===== src/rtl/mem_responder_pkg.sv =====
// rtl/mem_responder_pkg.sv - shared bus widths and FSM state type for mem_responder
package mem_responder_pkg;

    localparam int ADLINES   = 8;
    localparam int DATALINES = 16;
    localparam int CNT_W     = 4;

    typedef enum logic [1:0] {
        ST_IDLE   = 2'd0,
        ST_WAIT   = 2'd1,
        ST_ACCESS = 2'd2,
        ST_DONE   = 2'd3
    } state_t;

endpackage


===== src/rtl/mem_store.sv =====
// rtl/mem_store.sv - word array with synchronous write and registered read
module mem_store #(
    parameter int DATA_W = 16,
    parameter int DEPTH  = 256,
    parameter int IDX_W  = 8
) (
    input  logic              clk,
    input  logic              rst_n,
    input  logic              we,
    input  logic [IDX_W-1:0]  waddr,
    input  logic [DATA_W-1:0] wdata,
    input  logic              rd_en,
    input  logic              rd_zero,
    input  logic [IDX_W-1:0]  raddr,
    output logic [DATA_W-1:0] rdata
);

    logic [DATA_W-1:0] mem [DEPTH];

    // Array contents survive reset; only the read register is cleared.
    always_ff @(posedge clk) begin
        if (we) begin
            mem[waddr] <= wdata;
        end
    end

    always_ff @(posedge clk or negedge rst_n) begin
        if (!rst_n) begin
            rdata <= '0;
        end else if (rd_en) begin
            rdata <= rd_zero ? '0 : mem[raddr];
        end
    end

endmodule


===== src/rtl/mem_responder.sv =====
// rtl/mem_responder.sv - CU memory responder with wait cycles and four-phase ready handshake
module mem_responder
    import mem_responder_pkg::*;
#(
    parameter int ADDR_W      = ADLINES,
    parameter int DATA_W      = DATALINES,
    parameter int DEPTH       = 256,
    parameter int WAIT_CYCLES = 2
) (
    input  logic              clk,
    input  logic              rst_n,
    input  logic [ADDR_W-1:0] address,
    input  logic [DATA_W-1:0] datain,
    input  logic              read,
    input  logic              write,
    output logic [DATA_W-1:0] dataout,
    output logic              ready,
    output logic              err,
    output logic              busy,
    input  logic              load_en,
    input  logic [ADDR_W-1:0] load_addr,
    input  logic [DATA_W-1:0] load_data
);

    localparam int IDX_W = (DEPTH > 1) ? $clog2(DEPTH) : 1;
    localparam logic [ADDR_W:0]    DEPTH_L   = (ADDR_W+1)'(DEPTH);
    localparam logic [CNT_W-1:0]   WAIT_LAST = CNT_W'((WAIT_CYCLES > 0) ? WAIT_CYCLES - 1 : 0);

    state_t             state, state_d;
    logic [CNT_W-1:0]   cnt;
    logic [ADDR_W-1:0]  cap_addr;
    logic [DATA_W-1:0]  cap_data;
    logic               cap_write;
    logic               cap_en;
    logic               in_range;
    logic               load_ok;
    logic               ready_d, err_d;
    logic               we, rd_en;
    logic [IDX_W-1:0]   waddr;
    logic [DATA_W-1:0]  wdata;

    assign in_range = {1'b0, cap_addr}  < DEPTH_L;
    assign load_ok  = {1'b0, load_addr} < DEPTH_L;
    assign cap_en   = (state == ST_IDLE) && !load_en && (read ^ write);
    assign busy     = (state != ST_IDLE);

    always_ff @(posedge clk or negedge rst_n) begin
        if (!rst_n) begin
            state <= ST_IDLE;
            ready <= 1'b0;
            err   <= 1'b0;
        end else begin
            state <= state_d;
            ready <= ready_d;
            err   <= err_d;
        end
    end

    always_ff @(posedge clk or negedge rst_n) begin
        if (!rst_n) begin
            cnt       <= '0;
            cap_addr  <= '0;
            cap_data  <= '0;
            cap_write <= 1'b0;
        end else if (cap_en) begin
            cnt       <= '0;
            cap_addr  <= address;
            cap_data  <= datain;
            cap_write <= write;
        end else if (state == ST_WAIT) begin
            cnt <= cnt + CNT_W'(1);
        end
    end

    // Preload owns the write port in IDLE; ACCESS uses it for CU writes.
    always_comb begin
        state_d = state;
        ready_d = 1'b0;
        err_d   = 1'b0;
        we      = 1'b0;
        rd_en   = 1'b0;
        waddr   = load_addr[IDX_W-1:0];
        wdata   = load_data;
        case (state)
            ST_IDLE: begin
                if (load_en) begin
                    we = load_ok;
                end else if (read && write) begin
                    err_d   = 1'b1;
                    state_d = ST_DONE;
                end else if (read || write) begin
                    state_d = (WAIT_CYCLES == 0) ? ST_ACCESS : ST_WAIT;
                end
            end
            ST_WAIT: begin
                if (cnt == WAIT_LAST) begin
                    state_d = ST_ACCESS;
                end
            end
            ST_ACCESS: begin
                ready_d = 1'b1;
                err_d   = !in_range;
                state_d = ST_DONE;
                if (cap_write) begin
                    we    = in_range;
                    waddr = cap_addr[IDX_W-1:0];
                    wdata = cap_data;
                end else begin
                    rd_en = 1'b1;
                end
            end
            ST_DONE: begin
                if (!read && !write) begin
                    state_d = ST_IDLE;
                end
            end
            default: state_d = ST_IDLE;
        endcase
    end

    mem_store #(
        .DATA_W (DATA_W),
        .DEPTH  (DEPTH),
        .IDX_W  (IDX_W)
    ) u_store (
        .clk     (clk),
        .rst_n   (rst_n),
        .we      (we),
        .waddr   (waddr),
        .wdata   (wdata),
        .rd_en   (rd_en),
        .rd_zero (!in_range),
        .raddr   (cap_addr[IDX_W-1:0]),
        .rdata   (dataout)
    );

endmodule


===== config.mk =====
export PLATFORM = sky130hd
export DESIGN_NAME = mem_responder
export DESIGN_NICKNAME = d
export VERILOG_FILES = /design/src/rtl/mem_responder_pkg.sv /design/src/rtl/mem_store.sv /design/src/rtl/mem_responder.sv
export SDC_FILE = /design/constraint.sdc
export NUM_CORES = 2
export LEC_CHECK = 0
export ABC_AREA = 1
export BUFFER_PORTS_ARGS = -buffer_cell sky130_fd_sc_hd__buf_2
export CORE_AREA = 2 2 695 973
export DETAILED_ROUTE_END_ITERATION = 6
export DIE_AREA = 0 0 697 975
export PLACE_DENSITY_LB_ADDON = 0.2
export SYNTH_ARGS = -nofsm -noshare
export SYNTH_HDL_FRONTEND = slang
export SYNTH_SLANG_ARGS = --single-unit

===== constraint.sdc =====
create_clock -name clk -period 3.8 [get_ports clk]
set_clock_uncertainty 0.2 [all_clocks]
set_input_delay 0.76 -clock clk [delete_from_list [all_inputs] [get_ports clk]]
set_output_delay 0.76 -clock clk [all_outputs]
set_load 0.01 [all_outputs]

==> results.toml <==
[outcome]
status = "finished clean"

[routing]
top_layer = "met5"
postRouteWirelength_mm = 590
met1_length_mm = 241
ant_nets = 0
drt_iter0_drc = 9268
first_pass_iters = 6
met3_length_mm = 24.5
routed-via-count = 109000
wl_per_cell_um = 25.0
remaining_drc_errors = 0
via_per_inst = 4.63
wl_met2_mm = 299

[yosys]
ys_types = 27
yosysWarnings = 0
syn_area_per_cell_um2 = 12.1
synth_area_um2 = 167000
synthesis.nets = 13900
synth_seq_cells = 4145
yosysSeqAreaShare_pct = 74.3
synthCells = 13800

[critical_path]
r2r.worst_path.cells = 15
r2r_end = "u_store.rdata[6]$_DFFE_PN0P_"
cp_max_fo = 37
path_class = "reg -> reg"
cp-end-kind = "register"
timing.rr.start = "cap_addr[0]$_DFFE_PN0P_"
cp.arrival_ns = 4.48
required_ns = 4.57
rrSetupSlack_ns = 0.09
start_kind = "register"

[sta]
min_period_ns = 3.71
setup_viol_count_final = 0
holdWs_ns = 0.0882
period_share_pct = 97.7
hold_viol_final = 0
fin_tns_setup_ns = 0
tightest_slew_ns = 1.25
rsz0062_at_grt = "no"
max-slew-margin-rel_pct = 16.6
timing.fmax_mhz = 269
final_max_slew_viol_count = 0

[clock_tree]
cts_made_buffers = 414
clkTransAtPathRegs_ns = 0.07
clockRootBuffer = "clkbuf_16"
cts_tree = "yes"
clkSinkCount = 4145
cts_buffer_depth = 4
cts_htree_levels = 5
clk_latency_ns = 1.04

[final_layout]
drive_gt1_share_pct = 11.1
final_common_cell = "nand2_1"
post-route-util_pct = 29.5
area_delta_synth_final_pct = 18.4
final_cell_mix = "nand2_1 (4217), edfxtp_1 (4096), nand3_1 (4081), buf_4 (602), clkbuf_16 (420)"
fillers = 68000
final_nets = 14300
final_cell_area_um2 = 198000

[place]
placed_area_um2 = 185000
port_buffers = 71
routabilityCongestion = 0.828
dp.final_hpwl_mm = 360

[hold_path]
holdPathStages = 2
min-delay-start = "load_data[14]"
min_to = "u_store.mem[127][14]$_DFFE_PP_"
min_path_type = "in -> reg"

[die]
coreArea_um2 = 670000
dieWidth_um = 697
dieArea_um2 = 680000
rows = 356
start_util_pct = 24.9
io_pins = 72
fp.dieH_um = 975

[global_route]
grt_pass1_vias = 107000
grt_max_degree = 114
grtUsageTotal_pct = 16.8
globalRoute.totalOverflow = 0
grt_first_pass_wirelength_mm = 833
antenna_found_initial = 40

[job]
maxCapViolCount = 0

[pwr]
ir_drop_mv = 0.547
power_density_nw_per_um2 = 767
leakage_nw = 68.1
[layer usage]
metal,up-vias,GRT usage (%)
met2,2815,29.8
li1,50200,-
met4,4,6.65
met3,747,1.64
met1,55400,21.0
met5,-,0
[area by class of cell]
cell class | count | area (µm²) | area share (%)
Clock buffer | 525 | 11000 | 5.53
Clock inverter | 226 | 2090 | 1.05
Tap cell | 8950 | 11200 | 5.66
Inverter | 62 | 297 | 0.150
Antenna cell | 9 | 22.5 | 0.0114
Sequential cell | 4145 | 124000 | 62.8
Timing Repair Buffer | 987 | 10900 | 5.50
Multi-Input combinational cell | 8664 | 38300 | 19.3
[how the worst max path moves through the flow]
stage	from	to	slack, ns	cells after the start
detailed placement	load_addr[1]	u_store.mem[149][2]$_DFFE_PP_	0.02	11
floorplan	state[0]$_DFFE_PN0P_	u_store.mem[0][10]$_DFFE_PP_	-0.19	6
CTS	state[0]$_DFFE_PN0P_	u_store.mem[83][0]$_DFFE_PP_	0.05	13
global placement	load_addr[1]	u_store.mem[149][5]$_DFFE_PP_	-0.14	11
finish	cap_addr[0]$_DFFE_PN0P_	u_store.rdata[6]$_DFFE_PN0P_	0.09	15
global route	cap_addr[0]$_DFFE_PN0P_	u_store.rdata[6]$_DFFE_PN0P_	0.05	15
[worst max-delay path, stage by stage (launching register included)]
cell,delay (ns)
dfrtp_4,0.60
inv_16,0.28
buf_12,0.30
buf_12,0.26
buf_12,0.25
nand2_1,0.08
nand3_1,0.07
nand3_1,0.16
nand3_1,0.17
nand3_1,0.17
nand3_1,0.26
nand3_1,0.22
nand3_1,0.25
buf_4,0.19
nand3_1,0.07
nand2_1,0.06
[metrics by stage]
| step | instances | setup slack (ns) | power, mW |
|---|---|---|---|
| CTS | 23600 | 0.0521 | 154 |
| global route | 23600 | 0.0506 | 159 |
| global placement | 22800 | -0.137 | 113 |
| floorplan | 13800 | -0.186 | 84.9 |
| detailed placement | 22800 | 0.0191 | 113 |
| finish | 23600 | 0.0884 | 152 |
[cell families (layout without fill, tap and decap cells)]
group / after synthesis / in the layout / synth area share [%]
simple gates: 8610 / 8610 / 22.4
other cells: 0 / 9 / 0
flops: 4145 / 4145 / 74.3
xor+xnor: 1 / 1 / 0.00524
fa+ha+maj: 8 / 8 / 0.0599
mux: 16 / 16 / 0.108
compound gates: 29 / 29 / 0.0973
buf+inv: 1009 / 1800 / 3.03
[registers in the layout, indices dropped and copies added (netlist names)]
register	flops
cnt	4
ready	1
u_store.mem	4096
cap_addr	8
cap_write	1
u_store.rdata	16
err	1
cap_data	16
state	2
[where the power goes]
group          switching, mW  internal, mW
combinational           41.9          15.4
sequential             0.641          53.2
clock                   18.1          22.6
[Yosys cell counts (all sizes together)]
cell / n / area share [%]
inv: 59 / 0.14
edfxtp: 4096 / 74
mux2: 16 / 0.11
dfrtp: 49 / 0.73
xnor2: 1 / 0.0052
o211ai: 1 / 0.0045
nor3: 2 / 0.0060
a311oi: 1 / 0.0052
clkinv: 3 / 0.0075
clkbuf: 135 / 0.30
and3: 1 / 0.0037
ha: 8 / 0.060
nand3: 4081 / 12
buf: 812 / 2.6
o21ai: 24 / 0.079
a21oi: 3 / 0.0090
nand2: 4234 / 9.5
nor2: 292 / 0.66
[repair_timing]
item                                   in CTS  in global routing
endpoints found under the hold margin      53                  0
hold buffers                               28                  0
setup endpoints to repair                   0                 34
gates resized for setup                     0                  1
setup buffers                               0                  0
Note: power is estimated with default switching activity, not from simulation.
